## src/rtl/top_level_pkg.sv

```systemverilog
// Shared constants and window-indexing helpers for the 3x3 binary convolution engine.
package top_level_pkg;

  localparam int COEF_W = 16;
  localparam int OUT_W  = 20;

  // Sharpen kernel, row-major, index 0 is top-left and 4 is the centre tap.
  localparam logic signed [COEF_W-1:0] KERNEL_DEFAULT [9] = '{
    16'sd0, -16'sd1, 16'sd0,
    -16'sd1, 16'sd5, -16'sd1,
    16'sd0, -16'sd1, 16'sd0
  };

  function automatic logic pix_in_win(input int r, input int c);
    return (r >= 0) && (r < 3) && (c >= 0) && (c < 3);
  endfunction

  // p(r,c) lives at X[8-(3r+c)]; only meaningful when pix_in_win(r,c) holds.
  function automatic logic [3:0] pix_idx(input int r, input int c);
    return 4'(8 - (3 * r + c));
  endfunction

endpackage

```

## src/rtl/top_level_conv_tap_sum.sv

```systemverilog
// Combinational 3x3 correlation sum for one output position (R,C) of a binary window.
module conv_tap_sum
  import top_level_pkg::*;
#(
  parameter int R  = 0,
  parameter int C  = 0,
  parameter int CW = COEF_W,
  parameter int OW = OUT_W
) (
  input  logic [8:0]           win,
  input  logic signed [CW-1:0] kernel [9],
  output logic signed [OW-1:0] sum
);

  logic signed [OW-1:0] acc;
  logic signed [CW-1:0] kt;

  // Each pixel simply gates its coefficient; out-of-window neighbours add nothing.
  always_comb begin
    acc = '0;
    kt  = '0;
    for (int dr = -1; dr <= 1; dr++) begin
      for (int dc = -1; dc <= 1; dc++) begin
        kt = kernel[4'((dr + 1) * 3 + (dc + 1))];
        if (pix_in_win(R + dr, C + dc) && win[pix_idx(R + dr, C + dc)]) begin
          acc = acc + {{(OW - CW){kt[CW-1]}}, kt};
        end
      end
    end
  end

  assign sum = acc;

endmodule

```

## src/rtl/top_level.sv

```systemverilog
// Registered 3x3 binary-image convolution: nine zero-padded "same" sums, one-cycle latency.
module top_level
  import top_level_pkg::KERNEL_DEFAULT;
#(
  parameter int COEF_W = top_level_pkg::COEF_W,
  parameter int OUT_W  = top_level_pkg::OUT_W,
  parameter logic signed [COEF_W-1:0] K0 = COEF_W'(KERNEL_DEFAULT[0]),
  parameter logic signed [COEF_W-1:0] K1 = COEF_W'(KERNEL_DEFAULT[1]),
  parameter logic signed [COEF_W-1:0] K2 = COEF_W'(KERNEL_DEFAULT[2]),
  parameter logic signed [COEF_W-1:0] K3 = COEF_W'(KERNEL_DEFAULT[3]),
  parameter logic signed [COEF_W-1:0] K4 = COEF_W'(KERNEL_DEFAULT[4]),
  parameter logic signed [COEF_W-1:0] K5 = COEF_W'(KERNEL_DEFAULT[5]),
  parameter logic signed [COEF_W-1:0] K6 = COEF_W'(KERNEL_DEFAULT[6]),
  parameter logic signed [COEF_W-1:0] K7 = COEF_W'(KERNEL_DEFAULT[7]),
  parameter logic signed [COEF_W-1:0] K8 = COEF_W'(KERNEL_DEFAULT[8])
) (
  input  logic                    clk,
  input  logic                    rst,
  input  logic                    in_valid,
  input  logic [8:0]              X,
  output logic                    out_valid,
  output logic signed [OUT_W-1:0] output_0,
  output logic signed [OUT_W-1:0] output_1,
  output logic signed [OUT_W-1:0] output_2,
  output logic signed [OUT_W-1:0] output_3,
  output logic signed [OUT_W-1:0] output_4,
  output logic signed [OUT_W-1:0] output_5,
  output logic signed [OUT_W-1:0] output_6,
  output logic signed [OUT_W-1:0] output_7,
  output logic signed [OUT_W-1:0] output_8
);

  logic signed [COEF_W-1:0] kern [9];
  logic signed [OUT_W-1:0]  sums [9];
  logic signed [OUT_W-1:0]  res  [9];

  assign kern[0] = K0;
  assign kern[1] = K1;
  assign kern[2] = K2;
  assign kern[3] = K3;
  assign kern[4] = K4;
  assign kern[5] = K5;
  assign kern[6] = K6;
  assign kern[7] = K7;
  assign kern[8] = K8;

  for (genvar i = 0; i < 9; i++) begin : g_tap
    conv_tap_sum #(
      .R (i / 3),
      .C (i % 3),
      .CW(COEF_W),
      .OW(OUT_W)
    ) u_tap (
      .win   (X),
      .kernel(kern),
      .sum   (sums[i])
    );
  end

  // Results hold while idle; only out_valid drops.
  always_ff @(posedge clk) begin
    if (rst) begin
      out_valid <= 1'b0;
      for (int i = 0; i < 9; i++) res[i] <= '0;
    end else if (in_valid) begin
      out_valid <= 1'b1;
      for (int i = 0; i < 9; i++) res[i] <= sums[i];
    end else begin
      out_valid <= 1'b0;
    end
  end

  assign output_0 = res[0];
  assign output_1 = res[1];
  assign output_2 = res[2];
  assign output_3 = res[3];
  assign output_4 = res[4];
  assign output_5 = res[5];
  assign output_6 = res[6];
  assign output_7 = res[7];
  assign output_8 = res[8];

endmodule

```

## config.mk

```make
export PLATFORM = sky130hd
export DESIGN_NAME = top_level
export DESIGN_NICKNAME = d
export VERILOG_FILES = /design/src/rtl/top_level_pkg.sv /design/src/rtl/top_level_conv_tap_sum.sv /design/src/rtl/top_level.sv
export SDC_FILE = /design/constraint.sdc
export NUM_CORES = 1
export LEC_CHECK = 0
export ABC_AREA = 1
export BUFFER_PORTS_ARGS = -buffer_cell sky130_fd_sc_hd__buf_4
export CAP_MARGIN = 15
export CORE_UTILIZATION = 45
export CTS_CLUSTER_DIAMETER = 80
export DETAILED_ROUTE_END_ITERATION = 8
export GPL_TIMING_DRIVEN = 0
export PLACE_DENSITY = 0.83
export SYNTH_ARGS = -nofsm -noshare
export SYNTH_HDL_FRONTEND = slang
export SYNTH_SLANG_ARGS = --single-unit
```

## constraint.sdc

```tcl
create_clock -name clk -period 2.1 [get_ports clk]
set_input_delay 0.21 -clock clk [delete_from_list [all_inputs] [get_ports clk]]
set_output_delay 0.21 -clock clk [all_outputs]
set_load 0.005 [all_outputs]
```

==> results of run 1 <==
==> final cells by class <==
type | instances | area [um2] | share of cell area (%)
clock inverter | 7 | 98.84 | 1.310
tap | 143 | 178.9 | 2.372
buffer | 117 | 870.8 | 11.54
clock buffer | 9 | 225.2 | 2.986
inverter | 50 | 211.5 | 2.803
sequential | 77 | 2302 | 30.52
timing repair buffer | 208 | 1605 | 21.28
multi-input combinational | 288 | 2051 | 27.19
==> layer usage <==
| layer | vias up | GRT usage, % | wire length [um] |
|---|---|---|---|
| li1 | 2090 | - | - |
| met1 | 1988 | 23.01 | 4774 |
| met2 | 169 | 37.05 | 6617 |
| met3 | 28 | 4.821 | 1033 |
| met4 | 0 | 7.810 | 336 |
| met5 | - | 0 | 0 |
==> registers in the layout (all words and copies together) (netlist names) <==
name	cells
out_valid	1
res	76
==> stage by stage <==
stage          setup TNS (ns)  cell area, um2  instances  power, uW  utilization, %
6_report                    0            7543        899       4981           66.35
5_1_grt               -0.4063            7543        899       5196           66.35
4_1_cts                     0            7341        887       4925           64.56
3_5_place_dp           -11.08            6920        868       3229           60.87
3_3_place_gp           -9.061            6890        867       3171           60.60
2_1_floorplan          -1.193            5278        533       2606               -
==> kinds of logic after synthesis <==
logic type / count (synthesis) / synth area share [%]
adders and majority gates: 57 / 13.74
AOI/OAI and AO/OA: 75 / 8.109
and+or+nand+nor: 148 / 12.71
buffers and inverters: 168 / 20.08
xor gates and xnor gates: 8 / 1.479
DFF: 77 / 43.88
==> cell usage in the layout, fill, tap and decap left out, types with 6 or more instances in the layout <==
cell type	n
buf_4	308
nand2_1	62
or2_2	11
nor2_4	6
nor2_2	7
a21oi_1	50
edfxtp_1	76
ha_1	52
nor2_1	22
clkbuf_16	9
inv_1	41
nor3_1	7
nand2_2	12
o21ai_0	10
nand3_1	8
==> power by group through the flow <==
stage,Sequential (uW),Clock (uW),Combinational [uW]
2_1_floorplan,1960,0,642
3_3_place_gp,1950,0,1220
3_5_place_dp,1960,0,1270
4_1_cts,1930,1690,1310
5_1_grt,1940,1740,1510
6_report,1920,1680,1370
==> final timing paths <==
path / to / slack [ns]
min: res[0][2] / 0.27
max: res[0][88] / 0.02
==> cells in the mapped netlist, drive strengths merged (3+ instances only) <==
library cell,number
buf,114
nand2,78
edfxtp,76
ha,56
a21oi,52
inv,50
nor2,35
o21ai,15
or2,14
nand3,12
nor3,7
xnor2,6
clkbuf,4
o21a,3
==> repair_timing <==
| item | CTS | global route |
|---|---|---|
| resized for setup | 16 | 31 |
| hold buffers | 0 | 0 |
| setup buffers | 3 | 13 |
| setup endpoints to repair | 17 | 22 |
| pin swaps | 4 | 6 |
==> results by group, run 1 <==
Status
  • Status: finished, final reports clean

Routing
  • # DRC: 0
  • Total number of vias: 4,275
  • Antenna-violating nets left: 0
  • Final wirelength: 12.76 mm
  • DR pass1 iterations: 4
  • Vias per cell: 4.755
  • DR iter-0 viols: 181
  • Drt wl/cell: 14.19 um

Power and ir drop
  • Int Power: 3663 uW
  • Power density cells: 660.3 nW/um2
  • Seq pwr share: 38.6%
  • Sw frac: 26.47%
  • Psw: 1319 uW
  • Leakage: 0.003782 uW
  • Clk pwr share: 33.8%
  • Part of the power in combinational logic: 27.5%
  • Maximum vdd drop: 0.0003757 V

Yosys
  • Top cell type's share of synthesized area: 43.50%
  • Synth top area cells: edfxtp_1, buf_4, ha_1
  • Sequential area share after synthesis: 43.88%
  • Number of synthesized flops with an enable pin: 76
  • Leading area contributor after synthesis: edfxtp_1
  • Syn Nets: 602
  • FF+latch count, synth: 77
  • Mean Syn Cell Area: 9.843 um2
  • Main flop type after synthesis: edfxtp_1
  • Netlist cell types: 38
  • Mapped Area: 5246 um2
  • Syn. warnings: 0
  • Mapped Cells: 533
  • Asr flop ratio synth: 0%

Worst setup path
  • Crit path kind: in -> reg
  • Delay-heaviest family, CP: adder cells
  • Crit-path max FO: 7
  • Crit path required time: 2.21 ns
  • CP startpoint kind: primary input
  • CP Cell Sequence: buf_12 > inv_12 > buf_12 > fa_2 > buf_6 > nand3_2 > ha_4 > nand2_1 > nand3_4 > nor2_2 > nand2_2 > nor2_1 > nor2_1
  • Crit path launch: X[4]
  • Critical Path AT: 2.19 ns
  • Crit path largest cell delay: 0.58 ns
  • Cell depth of the worst setup path: 13
  • CP max stage cell: fa_2
  • Buffers & Inverters on Critical Path: 4
  • Setup crit end kind: flop

Clock network
  • CTS tree: yes
  • Total CTS buffers: 9
  • Clk slew on worst S/H paths: 0.07 ns
  • CTS Root Cell: clkbuf_16
  • Clock Path Buffers: 2
  • Maximum level of the CTS H-tree: 3
  • # clock sinks: 77

Cells and area
  • Layout cells sized above 1: 53.44%
  • ANT cells: 0
  • Fill cells: 874
  • Area Growth Syn to Fin: 43.79%
  • NumNets Final: 820

Hold path
  • HP Class: in -> reg
  • Hold_sp: X[5]
  • WHS Path Cells: 2

Place
  • Detailed Place HPWL: 9.032 mm
  • Port bufs: 191
  • Setup WS pre-CTS: -0.5760 ns
  • GP Congestion: 0.8688

Timing
  • Slew Viols, Final: 0
  • Crit share post-route: 99.24%
  • Final hold vios: 0
  • RSZ-0062 raised after global routing: true
  • Minimum clock period: 2.084 ns
  • Tightest Pin Transition: 0.6318 ns
  • Setup-failing EPs final: 0
  • Maximum clock frequency: 479.8 MHz
  • PnR worst setup slack: 0.01594 ns
  • Hold WS: 0.2713 ns
  • Max-slew headroom at the worst pin: 57.88%

Global routing
  • First-pass GRT wire length: 18.65 mm
  • Antenna violations before repair: 0
  • Total congestion overflow: 0
  • Number of global-route vias before repair: 3,880
  • Pin count of the biggest net entering global routing: 55
  • GRT Total Usage: 20.39%

Floorplanning
  • Die area: 12,090 um2
  • Die W: 110.0 um
  • Die Ht: 110.0 um
  • Core area: 11,370 um2
  • Num rows: 39
  • I/O pins: 193
  • Initial Util: 46.14%

Flow run
  • Max Cap Viol: 0
Power figures use the tool's default switching activity.
==> inputs of run 2 (changes only) <==
--- a/config.mk
+++ b/config.mk
@@ -13,6 +13,7 @@
 export DETAILED_ROUTE_END_ITERATION = 8
 export GPL_TIMING_DRIVEN = 0
 export PLACE_DENSITY = 0.83
+export SETUP_SLACK_MARGIN = 0.02
 export SYNTH_ARGS = -nofsm -noshare
 export SYNTH_HDL_FRONTEND = slang
 export SYNTH_SLANG_ARGS = --single-unit
==> run 2 against run 1 <==
Total power is 3.9% lower. Setup slack improved by 0.12 ns. Sequential power barely moved. First-iteration DRC count decreased by 5.5%. Non-clock buffer count decreased by 11. Highest routed layer unchanged.
==> results by group, run 2 (same netlist as run 1, synthesis figures left out) <==
Floorplanning
  • Core area: 11,370 um2 (unchanged)
  • Die area: 12,090 um2 (unchanged)
  • Initial Util: 46.14% (unchanged)
  • I/O pins: 193 (unchanged)
  • Die Ht: 110.0 um (unchanged)
  • Die W: 110.0 um (unchanged)
  • Num rows: 39 (unchanged)

Timing
  • Minimum clock period: 1.969 ns (-0.1154 ns)
  • Final hold vios: 0 (unchanged)
  • Crit share post-route: 93.75% (-5.5 points)
  • Max-slew headroom at the worst pin: 51.58% (-6.3 points)
  • Setup-failing EPs final: 0 (unchanged)
  • Tightest Pin Transition: 0.7263 ns (+0.09449 ns)
  • Slew Viols, Final: 0 (unchanged)
  • Setup TNS: 0 ns (unchanged)
  • RSZ-0062 raised after global routing: true
  • Maximum clock frequency: 508.0 MHz (+5.9%)

Hold path
  • HP Class: in -> reg

Worst setup path
  • Crit path kind: in -> reg
  • Delay-heaviest family, CP: adder cells
  • Critical Path AT: 2.02 ns (-0.17 ns)
  • CP max stage cell: fa_2
  • CP startpoint kind: primary input
  • Setup crit end kind: flop
  • CP Cell Sequence: buf_12 > inv_12 > fa_2 > buf_4 > nand3_2 > ha_4 > or2_1 > nand3b_1 > nor2_4 > nand2_2 > a21oi_1
  • Crit-path max FO: 13 (+6)
  • Crit path largest cell delay: 0.59 ns (about the same)
  • Buffers & Inverters on Critical Path: 3 (-1)
  • Crit path required time: 2.15 ns (-0.06 ns)

Global routing
  • GRT Total Usage: 20.08% (-0.31 points)
  • First-pass GRT wire length: 18.07 mm (-3.1%)
  • Total congestion overflow: 0 (unchanged)
  • Number of global-route vias before repair: 3,755 (-3.2%)
  • Antenna violations before repair: 0 (unchanged)
  • Pin count of the biggest net entering global routing: 48 (-13%)

Cells and area
  • Max FFs per register: 76 (unchanged)
  • ANT cells: 0 (unchanged)
  • NumNets Final: 809 (-1.3%)
  • Final instance area: 7337 um2 (-2.7%)
  • Area Growth Syn to Fin: 39.85%
  • Fill cells: 921 (+5.4%)
  • Register Area: 2302 um2 (unchanged)
  • Most flop-heavy register: res
  • Area of the multi-input gates: 1979 um2 (-3.5%)
  • Top flop regs: res (76), out_valid (1)
  • Non-filler cells, final: 888 (-1.2%)
  • Layout cells sized above 1: 50.60% (-2.8 points)
  • Commonest non-fill, non-tap cell in the layout: buf_4
  • Commonest non-fill, non-tap cells in the layout: buf_4, edfxtp_1, nand2_1, ha_1, a21oi_1

Clock network
  • CTS Root Cell: clkbuf_16
  • # clock sinks: 77 (unchanged)
  • Total CTS buffers: 9 (unchanged)
  • Clock Path Buffers: 2 (unchanged)
  • CTS tree: yes
  • Hold-fix buffers, CTS: 0 (unchanged)
  • Clk slew on worst S/H paths: 0.06 ns (about the same)
  • Maximum level of the CTS H-tree: 3 (unchanged)

Power and ir drop
  • Maximum vdd drop: 0.0003654 V (-2.8%)
  • Total design power: 4789 uW (-3.9%)
  • Seq pwr share: 40.2% (+1.6 points)
  • Sw frac: 26.77% (+0.30 points)
  • Leakage: 0.003678 uW (-2.7%)
  • Power density cells: 652.7 nW/um2 (-1.2%)
  • Int Power: 3507 uW (-4.2%)
  • Psw: 1282 uW (-2.8%)
  • Part of the power in combinational logic: 27.3% (-0.2 points)
  • Clk pwr share: 32.5% (-1.3 points)

Routing
  • Total number of vias: 4,149 (-2.9%)
  • Final wirelength: 12.33 mm (-3.4%)
  • Antenna-violating nets left: 0 (unchanged)
  • # DRC: 0 (unchanged)
  • Drt wl/cell: 13.89 um (-2.2%)
  • DR iter-0 viols: 171 (-5.5%)
  • DR pass1 iterations: 4 (unchanged)
  • Vias per cell: 4.672 (-1.7%)

Place
  • Post-Place Cell Area: 6913 um2 (-0.11%)
  • Port bufs: 191 (unchanged)
  • Detailed Place HPWL: 9.119 mm (+0.96%)
  • GP Congestion: 0.7965 (-8.3%)
  • Placed Instances: 868 (unchanged)

Flow run
  • Max Cap Viol: 0 (unchanged)

Status
  • Status: finished, final reports clean
==> run 2: layout make-up <==
class	instances	share of cell area (%)
sequential	77	31.38
clock inverter	5	0.8015
timing repair buffer	198	20.75
clock buffer	11	3.172
buffer	116	11.60
tap	143	2.439
inverter	50	2.882
multi-input combinational	288	26.98
==> run 2: power groups by stage <==
stage          logic [uW]  registers, uW  clock network (uW)
4_1_cts              1310           1930                1560
5_1_grt              1450           1940                1620
3_3_place_gp         1220           1960                   0
2_1_floorplan         642           1960                   0
3_5_place_dp         1270           1960                   0
6_report             1310           1930                1560
==> run 2: path summary, 6_finish.rpt <==
| path | from | cells after the start | slack, ns | end |
|---|---|---|---|---|
| min | X[5] | 2 | 0.27 | res[0][2] |
| max | X[4] | 11 | 0.13 | res[0][99] |
==> run 2: routing by layer <==
| metal | GRT usage [%] | wire length [um] | vias to the layer above |
|---|---|---|---|
| met1 | 23.03 | 4827 | 1917 |
| met3 | 4.644 | 885 | 19 |
| met5 | 0 | 0 | - |
| met2 | 36.74 | 6379 | 148 |
| li1 | - | - | 2065 |
| met4 | 6.381 | 238 | 0 |
==> run 2: through the flow <==
stage	hold WS, ns	setup WS (ns)	util, %
2_1_floorplan	0.4173	-0.1049	-
3_3_place_gp	0.6084	-0.5882	60.60
3_5_place_dp	0.6039	-0.6183	60.80
4_1_cts	0.2857	0.02454	64.30
5_1_grt	0.2799	0.009582	64.53
6_report	0.2661	0.1313	64.53
==> run 2: what timing repair did <==
action | CTS | global route
cloned | 0 | 0
pin swaps | 5 | 1
setup buffers | 5 | 1
resized for setup | 18 | 8
setup endpoints to repair | 20 | 21
==> inputs of run 3 (changes only) <==
--- a/config.mk
+++ b/config.mk
@@ -8,11 +8,12 @@
 export ABC_AREA = 1
 export BUFFER_PORTS_ARGS = -buffer_cell sky130_fd_sc_hd__buf_4
 export CAP_MARGIN = 15
-export CORE_UTILIZATION = 45
+export CORE_UTILIZATION = 47
+export CTS_BUF_LIST = sky130_fd_sc_hd__clkbuf_2 sky130_fd_sc_hd__clkbuf_4 sky130_fd_sc_hd__clkbuf_8
 export CTS_CLUSTER_DIAMETER = 80
 export DETAILED_ROUTE_END_ITERATION = 8
 export GPL_TIMING_DRIVEN = 0
-export PLACE_DENSITY = 0.83
+export PLACE_DENSITY = 0.86
 export SETUP_SLACK_MARGIN = 0.02
 export SYNTH_ARGS = -nofsm -noshare
 export SYNTH_HDL_FRONTEND = slang
==> constraint.sdc (replaced) <==
create_clock -name clk -period 2.1 [get_ports clk]
set_input_delay 0.105 -clock clk [delete_from_list [all_inputs] [get_ports clk]]
set_output_delay 0.105 -clock clk [all_outputs]
set_load 0.005 [all_outputs]
==> run 3 against run 2 <==
Critical path depth unchanged. Worst hold slack got worse by 0.12 ns. Combinational power about the same. Non-clock buffer count up 6. Fmax fell by 1.4%. First-iteration DRC count grew 22%. Utilization rose by 2.4 points. Die area down 4.2%. Highest routed layer unchanged.
==> results by group, run 3 (same netlist as run 1, synthesis figures left out) <==
Place
  • Post-Place Cell Area: 6879 um2 (-0.49%)
  • Detailed Place HPWL: 9.181 mm (+0.68%)
  • Placed Instances: 865 (-0.35%)
  • GP Congestion: 0.8212 (+3.1%)
  • Port bufs: 191 (unchanged)

Cells and area
  • Top flop regs: res (76), out_valid (1)
  • Final instance area: 7261 um2 (-1.0%)
  • Most flop-heavy register: res
  • Commonest non-fill, non-tap cell in the layout: buf_4
  • ANT cells: 0 (unchanged)
  • Final Util: 66.98% (+2.4 points)
  • Area Growth Syn to Fin: 38.40%
  • NumNets Final: 815 (+0.74%)
  • Layout cells sized above 1: 51.26% (+0.66 points)
  • Fill cells: 874 (-5.1%)
  • Non-filler cells, final: 891 (+0.34%)
  • Commonest non-fill, non-tap cells in the layout: buf_4, edfxtp_1, nand2_1, ha_1, a21oi_1
  • Max FFs per register: 76 (unchanged)

Power and ir drop
  • Psw: 1235 uW (-3.6%)
  • Part of the power in combinational logic: 30.0% (+2.7 points)
  • Power density cells: 606.2 nW/um2 (-7.1%)
  • Int Power: 3166 uW (-9.7%)
  • Clk pwr share: 26.3% (-6.2 points)
  • Maximum vdd drop: 0.0003389 V (-7.3%)
  • Seq pwr share: 43.7% (+3.5 points)
  • Sw frac: 28.07% (+1.3 points)
  • Leakage: 0.003657 uW (-0.59%)

Worst setup path
  • Critical Path AT: 2.11 ns (+0.09 ns)
  • Delay-heaviest family, CP: adder cells
  • Crit path required time: 2.21 ns (+0.06 ns)
  • Crit path kind: in -> reg
  • Crit-path max FO: 12 (-1)
  • Crit path largest cell delay: 0.58 ns (about the same)
  • CP Cell Sequence: buf_6 > inv_2 > buf_6 > fa_2 > ha_4 > inv_1 > ha_1 > or2_2 > nand2_1 > a21oi_1 > o21a_1
  • CP max stage cell: fa_2
  • Buffers & Inverters on Critical Path: 4 (+1)
  • Setup crit end kind: flop
  • CP startpoint kind: primary input
  • CP dominant cell by count: buf_6

Global routing
  • Antenna violations before repair: 0 (unchanged)
  • Top Usage Layer GRT: met2
  • Met1 usage: 23.52% (+0.49 points)
  • Met3 Use GR: 3.753% (-0.89 points)
  • Total congestion overflow: 0 (unchanged)
  • First-pass GRT wire length: 18.46 mm (+2.2%)
  • GRT Total Usage: 20.84% (+0.76 points)
  • Pin count of the biggest net entering global routing: 43 (-10%)
  • Met2 GRT Util: 39.74% (+3.0 points)
  • Number of global-route vias before repair: 3,828 (+1.9%)

Clock network
  • Hold-fix buffers, CTS: 0 (unchanged)
  • Clock Path Buffers: 2 (unchanged)
  • CTS Root Cell: clkbuf_8
  • Total CTS buffers: 9 (unchanged)
  • Maximum level of the CTS H-tree: 3 (unchanged)
  • CTS tree: yes
  • # clock sinks: 77 (unchanged)
  • Clk slew on worst S/H paths: 0.09 ns (+0.03 ns)

Timing
  • Tightest Pin Transition: 0.6329 ns (-0.09345 ns)
  • Minimum clock period: 1.997 ns (+0.02882 ns)
  • RSZ-0062 raised after global routing: false
  • Hold WS: 0.1492 ns (-0.1169 ns)
  • Slew Viols, Final: 0 (unchanged)
  • Final hold vios: 0 (unchanged)
  • Setup TNS: 0 ns (unchanged)
  • Max-slew headroom at the worst pin: 57.81% (+6.2 points)
  • Setup-failing EPs final: 0 (unchanged)
  • Maximum clock frequency: 500.6 MHz (-1.4%)
  • Crit share post-route: 95.12% (+1.4 points)

Floorplanning
  • Core area: 10,840 um2 (-4.7%)
  • Die Ht: 107.7 um (-2.1%)
  • Initial Util: 48.40% (+2.3 points)
  • Die W: 107.7 um (-2.1%)
  • I/O pins: 193 (unchanged)
  • Die area: 11,590 um2 (-4.2%)
  • Num rows: 38 (-2.6%)

Routing
  • Final wirelength: 12.46 mm (+1.0%)
  • Total number of vias: 4,206 (+1.4%)
  • DR pass1 iterations: 4 (unchanged)
  • Drt wl/cell: 13.98 um (+0.71%)
  • Vias per cell: 4.721 (+1.0%)
  • Antenna-violating nets left: 0 (unchanged)
  • DR iter-0 viols: 208 (+22%)
  • # DRC: 0 (unchanged)

Flow run
  • Max Cap Viol: 0 (unchanged)

Status
  • Status: finished, final reports clean

Hold path
  • HP Class: in -> reg
run 3: changes by cell type in the layout (fill, tap and decap cells not counted), moves of 2 or more:
cell and change:
buf_6 +2, clkbuf_16 -9, clkbuf_8 +9, buf_4 +6, clkbuf_4 +2, nor2_2 +2, clkbuf_1 -2, nor2_1 -2
run 3: cell type report:
class	instances	area [um2]	area share (%)
plain buffers	117	862.1	11.87
well taps	140	175.2	2.413
repair buffers	203	1544	21.26
flip-flops and latches	77	2302	31.71
inverters	50	198.9	2.740
multi-input cells	288	1978	27.24
clock inverters	5	61.31	0.8444
clock buffers	11	138.9	1.913
run 3: worst paths after layout:
kind	startpoint	endpoint	slack, ns	depth (start not counted)
setup / recovery	X[4]	res[0][82]	0.10	11
hold / removal	X[5]	res[0][2]	0.15	2
run 3: per-layer routing:
layer,part of all wire [%],wire [um]
met5,0,0
met4,1.4,170
met3,6.2,776
met2,54,6679
met1,39,4833
run 3: repair_timing:
| item | 4_1_cts | 5_1_grt |
|---|---|---|
| gates resized for setup | 6 | 20 |
| pin swaps | 1 | 4 |
| endpoints found under the setup margin | 12 | 19 |
| setup buffers | 1 | 10 |
run 3: through the flow:
step	total power, uW	setup WS [ns]
after floorplan	2597	-0.001009
after global placement	3164	-0.4547
after detailed placement	3222	-0.4701
after CTS	4364	0.01629
after global routing	4609	0.007872
final	4401	0.1025
run 3: power by group through the flow:
| stage | Sequential, uW | Combinational [uW] | Clock [uW] |
|---|---|---|---|
| final | 1920 | 1320 | 1160 |
| after floorplan | 1960 | 634 | 0 |
| after detailed placement | 1960 | 1260 | 0 |
| after CTS | 1930 | 1280 | 1160 |
| after global placement | 1960 | 1210 | 0 |
| after global routing | 1940 | 1440 | 1230 |
